### src/rtl/rcb_wheel_pkg.sv
// Shared op/err codes, state encoding and pin bit maps for the wheel driver sequencer.
package rcb_wheel_pkg;

  localparam logic [1:0] OP_MOVE  = 2'd0;
  localparam logic [1:0] OP_HOME  = 2'd1;
  localparam logic [1:0] OP_RESET = 2'd2;
  localparam logic [1:0] OP_NOP   = 2'd3;

  localparam logic [2:0] ERR_OK       = 3'd0;
  localparam logic [2:0] ERR_ACK_TO   = 3'd1;
  localparam logic [2:0] ERR_DONE_TO  = 3'd2;
  localparam logic [2:0] ERR_FAULT    = 3'd3;
  localparam logic [2:0] ERR_ABORTED  = 3'd4;
  localparam logic [2:0] ERR_REJECTED = 3'd5;

  localparam logic [2:0] ST_IDLE      = 3'd0;
  localparam logic [2:0] ST_SETUP     = 3'd1;
  localparam logic [2:0] ST_STROBE    = 3'd2;
  localparam logic [2:0] ST_WAIT_DONE = 3'd3;
  localparam logic [2:0] ST_RST_PULSE = 3'd4;
  localparam logic [2:0] ST_ABORT     = 3'd5;
  localparam logic [2:0] ST_FAULT     = 3'd6;

  localparam int unsigned DO_ACK    = 0;
  localparam int unsigned DO_MOVING = 1;
  localparam int unsigned DO_DONE   = 2;
  localparam int unsigned DO_FAULT  = 3;
  localparam int unsigned DO_W      = 4;

  localparam int unsigned DI_STROBE = 7;
  localparam int unsigned DI_HOME   = 6;
  localparam int unsigned DI_W      = 8;
  localparam int unsigned PAY_W     = 6;

  localparam int unsigned US_W = 20;

  // Assemble a DI pin word from its fields.
  function automatic logic [DI_W-1:0] di_word(input logic strobe, input logic home,
                                              input logic [PAY_W-1:0] pay);
    logic [DI_W-1:0] w;
    w = '0;
    w[PAY_W-1:0] = pay;
    w[DI_HOME]   = home;
    w[DI_STROBE] = strobe;
    return w;
  endfunction

endpackage

### src/rtl/sync_2ff.sv
// Two-flop synchroniser for asynchronous level inputs, synchronous active-low clear.
module sync_2ff #(
  parameter int unsigned WIDTH = 1
) (
  input  logic             i_clk,
  input  logic             i_rst_n,
  input  logic [WIDTH-1:0] i_d,
  output logic [WIDTH-1:0] o_q
);

  logic [WIDTH-1:0] r_meta;
  logic [WIDTH-1:0] r_sync;

  always_ff @(posedge i_clk) begin
    if (!i_rst_n) begin
      r_meta <= '0;
      r_sync <= '0;
    end else begin
      r_meta <= i_d;
      r_sync <= r_meta;
    end
  end

  assign o_q = r_sync;

endmodule

### src/rtl/wheel_drv_seq.sv
// Command sequencer for one wheel driver: DI setup/strobe, ack/done waits with
// timeouts, timed reset/abort pulses and completion status back to the registers.
module wheel_drv_seq
  import rcb_wheel_pkg::*;
#(
  parameter int unsigned CLK_PER_US = 100,
  parameter int unsigned SETUP_CYC  = 10,
  parameter int unsigned ACK_TO_US  = 1000,
  parameter int unsigned DONE_TO_US = 500000,
  parameter int unsigned RST_US     = 10,
  parameter int unsigned ABRT_US    = 10
) (
  input  logic       clk_100m,
  input  logic       rst_n_syn,
  input  logic       cmd_valid,
  output logic       cmd_ready,
  input  logic [1:0] cmd_op,
  input  logic [6:0] cmd_data,
  input  logic       abort_req,
  input  logic [3:0] wheel_driver_do,
  output logic [7:0] wheel_driver_di,
  output logic       wheel_driver_rst,
  output logic       wheel_driver_abrt,
  output logic       busy,
  output logic       done,
  output logic [2:0] err
);

  localparam int unsigned PRE_W = (CLK_PER_US > 1) ? $clog2(CLK_PER_US) : 1;
  localparam int unsigned CYC_W = (SETUP_CYC > 1) ? $clog2(SETUP_CYC) : 1;

  // Last µs index of each timed state; DONE_TO_US must fit in the 20-bit counter.
  localparam logic [US_W-1:0]  ACK_LAST  = US_W'(ACK_TO_US - 1);
  localparam logic [US_W-1:0]  DONE_LAST = US_W'(DONE_TO_US - 1);
  localparam logic [US_W-1:0]  RST_LAST  = US_W'(RST_US - 1);
  localparam logic [US_W-1:0]  ABRT_LAST = US_W'(ABRT_US - 1);
  localparam logic [PRE_W-1:0] PRE_LAST  = PRE_W'(CLK_PER_US - 1);
  localparam logic [CYC_W-1:0] CYC_LAST  = CYC_W'(SETUP_CYC - 1);

  logic [2:0]       r_state;
  logic             r_home;
  logic [PAY_W-1:0] r_data;
  logic [PRE_W-1:0] r_pre;
  logic [US_W-1:0]  r_us;
  logic [CYC_W-1:0] r_cyc;
  logic             r_cmd_ready;
  logic [DI_W-1:0]  r_di;
  logic             r_rst;
  logic             r_abrt;
  logic             r_busy;
  logic             r_done;
  logic [2:0]       r_err;

  logic [DO_W-1:0]  w_do;
  logic             w_tick;
  logic             w_accept;
  logic             w_home_nx;
  logic [PAY_W-1:0] w_data_nx;
  logic [2:0]       w_next;
  logic [2:0]       w_err_nx;
  logic             w_done_nx;
  logic [DI_W-1:0]  w_di_nx;
  logic             w_busy_nx;
  logic             w_ready_nx;
  logic             w_unused;

  sync_2ff #(.WIDTH(DO_W)) u_do_sync (
    .i_clk   (clk_100m),
    .i_rst_n (rst_n_syn),
    .i_d     (wheel_driver_do),
    .o_q     (w_do)
  );

  assign w_unused  = ^{cmd_data[6], w_do[DO_MOVING]};
  assign w_tick    = (r_pre == PRE_LAST);
  assign w_accept  = cmd_valid & r_cmd_ready & ~abort_req;
  assign w_home_nx = w_accept ? (cmd_op == OP_HOME) : r_home;
  assign w_data_nx = w_accept ? cmd_data[PAY_W-1:0] : r_data;

  // Next state, status and registered-output values; abort > fault > ack/done > timeout.
  always_comb begin
    w_next    = r_state;
    w_err_nx  = r_err;
    w_done_nx = 1'b0;
    case (r_state)
      ST_IDLE: begin
        if (abort_req) begin
          w_next = ST_ABORT;
        end else if (w_accept) begin
          w_err_nx = ERR_OK;
          case (cmd_op)
            OP_MOVE, OP_HOME: w_next = ST_SETUP;
            OP_RESET:         w_next = ST_RST_PULSE;
            default:          w_done_nx = 1'b1;
          endcase
        end
      end
      ST_SETUP: begin
        if (abort_req)             w_next = ST_ABORT;
        else if (r_cyc == CYC_LAST) w_next = ST_STROBE;
      end
      ST_STROBE: begin
        if (abort_req) begin
          w_next = ST_ABORT;
        end else if (w_do[DO_FAULT]) begin
          w_next = ST_FAULT;  w_err_nx = ERR_FAULT;   w_done_nx = 1'b1;
        end else if (w_do[DO_ACK]) begin
          w_next = ST_WAIT_DONE;
        end else if (w_tick && r_us == ACK_LAST) begin
          w_next = ST_IDLE;   w_err_nx = ERR_ACK_TO;  w_done_nx = 1'b1;
        end
      end
      ST_WAIT_DONE: begin
        if (abort_req) begin
          w_next = ST_ABORT;
        end else if (w_do[DO_FAULT]) begin
          w_next = ST_FAULT;  w_err_nx = ERR_FAULT;   w_done_nx = 1'b1;
        end else if (w_do[DO_DONE]) begin
          w_next = ST_IDLE;   w_err_nx = ERR_OK;      w_done_nx = 1'b1;
        end else if (w_tick && r_us == DONE_LAST) begin
          w_next = ST_IDLE;   w_err_nx = ERR_DONE_TO; w_done_nx = 1'b1;
        end
      end
      ST_RST_PULSE: begin
        if (abort_req) begin
          w_next = ST_ABORT;
        end else if (w_tick && r_us == RST_LAST) begin
          w_next = ST_IDLE;   w_err_nx = ERR_OK;      w_done_nx = 1'b1;
        end
      end
      ST_ABORT: begin
        // A held abort level re-enters through IDLE once this pulse completes.
        if (w_tick && r_us == ABRT_LAST) begin
          w_next = ST_IDLE;   w_err_nx = ERR_ABORTED; w_done_nx = 1'b1;
        end
      end
      ST_FAULT: begin
        if (abort_req) begin
          w_next = ST_ABORT;
        end else if (w_accept) begin
          if (cmd_op == OP_RESET) begin
            w_next = ST_RST_PULSE; w_err_nx = ERR_OK;
          end else begin
            w_err_nx = ERR_REJECTED; w_done_nx = 1'b1;
          end
        end
      end
      default: w_next = ST_IDLE;
    endcase

    w_di_nx = '0;
    case (w_next)
      ST_SETUP, ST_WAIT_DONE: w_di_nx = di_word(1'b0, w_home_nx, w_data_nx);
      ST_STROBE:              w_di_nx = di_word(1'b1, w_home_nx, w_data_nx);
      default:                w_di_nx = '0;
    endcase

    w_busy_nx  = !(w_next == ST_IDLE || w_next == ST_FAULT);
    w_ready_nx = !w_busy_nx && !w_accept;
  end

  always_ff @(posedge clk_100m) begin
    if (!rst_n_syn) begin
      r_state     <= ST_IDLE;
      r_home      <= 1'b0;
      r_data      <= '0;
      r_pre       <= '0;
      r_us        <= '0;
      r_cyc       <= '0;
      r_cmd_ready <= 1'b0;
      r_di        <= '0;
      r_rst       <= 1'b0;
      r_abrt      <= 1'b0;
      r_busy      <= 1'b0;
      r_done      <= 1'b0;
      r_err       <= ERR_OK;
    end else begin
      r_state     <= w_next;
      r_home      <= w_home_nx;
      r_data      <= w_data_nx;
      r_cmd_ready <= w_ready_nx;
      r_di        <= w_di_nx;
      r_rst       <= (w_next == ST_RST_PULSE);
      r_abrt      <= (w_next == ST_ABORT);
      r_busy      <= w_busy_nx;
      r_done      <= w_done_nx;
      r_err       <= w_err_nx;
      // Prescaler and counters restart on every state entry; µs count saturates.
      if (w_next != r_state) begin
        r_pre <= '0;
        r_us  <= '0;
        r_cyc <= '0;
      end else begin
        r_pre <= w_tick ? '0 : r_pre + PRE_W'(1);
        r_cyc <= r_cyc + CYC_W'(1);
        if (w_tick && r_us != '1) r_us <= r_us + US_W'(1);
      end
    end
  end

  assign cmd_ready         = r_cmd_ready;
  assign wheel_driver_di   = r_di;
  assign wheel_driver_rst  = r_rst;
  assign wheel_driver_abrt = r_abrt;
  assign busy              = r_busy;
  assign done              = r_done;
  assign err               = r_err;

endmodule

### config.mk
export PLATFORM = sky130hd
export DESIGN_NAME = wheel_drv_seq
export DESIGN_NICKNAME = d
export VERILOG_FILES = /design/src/rtl/rcb_wheel_pkg.sv /design/src/rtl/sync_2ff.sv /design/src/rtl/wheel_drv_seq.sv
export SDC_FILE = /design/constraint.sdc
export NUM_CORES = 1
export LEC_CHECK = 0
export ABC_AREA = 1
export BUFFER_PORTS_ARGS = -buffer_cell sky130_fd_sc_hd__buf_2
export CAP_MARGIN = 20
export CORE_ASPECT_RATIO = 0.8
export CORE_MARGIN = 2
export CORE_UTILIZATION = 30
export CTS_BUF_LIST = sky130_fd_sc_hd__clkbuf_4 sky130_fd_sc_hd__clkbuf_8 sky130_fd_sc_hd__clkbuf_16
export CTS_CLUSTER_DIAMETER = 50
export DETAILED_ROUTE_END_ITERATION = 12
export GPL_ROUTABILITY_DRIVEN = 1
export SYNTH_ARGS = -nofsm -noshare
export SYNTH_HDL_FRONTEND = slang
export SYNTH_HIERARCHICAL = 1
export SYNTH_SLANG_ARGS = --single-unit
### constraint.sdc
create_clock -name clk_100m -period 2.3 [get_ports clk_100m]
set_input_delay 0.345 -clock clk_100m [delete_from_list [all_inputs] [get_ports clk_100m]]
set_output_delay 0.345 -clock clk_100m [all_outputs]
set_load 0.05 [all_outputs]
==> reports/results.tsv <==
stage	metric	value	unit
run_status	status	finished, final reports clean	
power_and_ir_drop	power	0.00294	W
die	core_area	0.0107	mm2
detailed_routing	wirelength	7690	um
place	dp.final_hpwl	5730	um
detailed_routing	drt_iter0_markers	188	
power_and_ir_drop	ir_drop	0.000240	V
yosys	synth_area	0.00326	mm2
cells_and_area	fillers	1123	
grt	overflow	0	
clocking	ctsHoldBuffers	0	
power_and_ir_drop	powerDensity	730	mW/mm2
clocking	cts_sinks	63	
clocking	tritoncts	done	
sta	setup_viol	0	
worst_setup_path	arrival	2.37	ns
place	place_area	0.00365	mm2
sta	clock.fmax	463	MHz
worst_setup_path	cp_max_fo	24	
die	rows	34	
place	gp_congestion	0.933	
cells_and_area	fin_area	0.00403	mm2
worst_setup_path	critical_path.startpoint	r_pre[0]$_SDFF_PP0_	
yosys	yosysWarnings	6	
worst_setup_path	crit-reg2reg-launch	r_pre[0]$_SDFF_PP0_	
worst_setup_path	crit_path_start_kind	flop	
sta	drv_slew	0	
worst_setup_path	endpoint_kind	flop	
sta	fin_crit	2.16	ns
sta	grt_setup_unrepaired	yes	
detailed_routing	drt-pass1-iter-count	5	
cells_and_area	antenna_cells	0	
detailed_routing	dr_total_vias	3075	
sta	setup_tns	0	ns
detailed_routing	ant_nets	0	
die	dieWidth	121	um
grt	grt_max_degree	25	
power_and_ir_drop	p_leak	1.74	nW
die	die-height	97.3	um
grt	grt_usage	0.133	
die	dieArea	0.0117	mm2
hold_path	min-delay-start	wheel_driver_do[2]	
die	ios	33	
clocking	cts_root_buf	clkbuf_16	
sta	worstMarginPinSlew	0.348	ns
grt	antenna_found_initial	0	
detailed_routing	wire_per_inst	11.2	um
detailed_routing	via_per_inst	4.50	
cells_and_area	multi_input_area	0.00168	mm2
clocking	numCtsBuffers	9	
worst_setup_path	critPathRequiredTime	2.51	ns
cells_and_area	area_growth	23.5	%
sta	slew_headroom	0.766	
cells_and_area	drive_above_1_share	0.165	
place	io_buffer_count	30	
grt	grt_pass1_vias	2733	
clocking	cts_buffer_depth	2	
sta	fin_skew	0.00588	ns
worst_setup_path	r2r_slack	0.14	ns
clocking	path_clk_slew	0.05	ns
grt	grt_pass1_wl	12700	um
yosys	syn-instance-count	488	
cells_and_area	ff_latch_area	0.00126	mm2
yosys	avgSynthCellArea	6.69	um2
sta	fin_crit_sh	0.939	
worst_setup_path	path_class	reg -> reg	
run	max_cap_viol_count	0	
yosys	syn_nets	510	
die	start_util	0.305	
clocking	htreeDepth	3	
detailed_routing	drc_errors	0	
hold_path	min_path_type	in -> reg	
clocking	clk_latency	0.32	ns
sta	hold_viol	0	
cells_and_area	final_nets	557	
==> final timing paths <==
check             cells after the start                              to
setup / recovery                     15            r_us[3]$_SDFFE_PP0P_
hold / removal                        3  u_do_sync/r_meta[2]$_SDFF_PN0_
setup reg to reg                     15            r_us[3]$_SDFFE_PP0P_
hold reg to reg                       2     u_do_sync/o_q[3]$_SDFF_PN0_
==> registers in the layout, summed over array words and instances, names as in the netlist <==
register	cells
u_do_sync/r_meta	3
r_us	20
done	1
r_home	1
r_data	6
wheel_driver_rst	1
wheel_driver_abrt	1
r_state	3
busy	1
u_do_sync/o_q	3
err	3
r_pre	7
wheel_driver_di	8
cmd_ready	1
r_cyc	4
==> per-layer routing <==
layer,vias to the layer above,track usage,share of wire
met5,-,0,0
li1,1610,-,-
met3,10,0.0340,0.051
met2,80,0.189,0.42
met1,1375,0.195,0.52
met4,0,0.0429,0.013
==> stage by stage <==
step                      cells  setup WS (ns)   util  hold WS [ns]
after floorplan             488          0.338      -         0.390
after global placement      667          0.134  0.341         0.398
after detailed placement    667         0.0872  0.341         0.398
after CTS                   683         0.0622  0.370         0.196
after global routing        684        -0.0499  0.376         0.207
final                       684          0.140  0.376         0.203
==> timing repair <==
item                                    in CTS  in global routing
setup buffers                                0                  1
hold endpoints to repair                     0                  0
endpoints found under the setup margin       0                 44
resized for setup                            0                 12
==> critical path: stages, from the launching register on <==
cell	delay, ns
dfxtp_1	0.36
ha_2	0.22
inv_1	0.05
nor2_1	0.13
nand3_2	0.17
nor2_2	0.17
nand2_1	0.11
nand2_1	0.10
nand2_2	0.10
nand2_2	0.10
o21ai_0	0.09
nand3_1	0.10
nor2_2	0.05
nand2_2	0.09
buf_12	0.16
nor2_1	0.06
==> layout by cell type, fill, tap and decap left out, types with 9 or more instances in the layout <==
| master | count |
|---|---|
| a21oi_1 | 14 |
| nand2_1 | 104 |
| xor2_1 | 18 |
| nor2_1 | 79 |
| o21ai_0 | 17 |
| dfxtp_1 | 63 |
| nand3_1 | 27 |
| inv_1 | 77 |
| nor3_1 | 17 |
| buf_2 | 30 |
| nand4_1 | 9 |
| buf_4 | 15 |
| clkbuf_16 | 9 |
==> cell type report <==
class / instances / share of cell area
timing repair buffer: 46 / 0.0701
clock buffer: 10 / 0.0577
clock inverter: 6 / 0.0211
sequential: 63 / 0.313
inverter: 82 / 0.0763
tap: 144 / 0.0447
multi-input combinational: 333 / 0.417
==> where the power goes <==
part           leakage (nW)  internal [W]  switching [W]
logic                  1.08      0.000104       0.000243
clock network         0.152      0.000955       0.000476
registers             0.511       0.00113      0.0000310
Note: power is estimated with default switching activity, not from simulation.
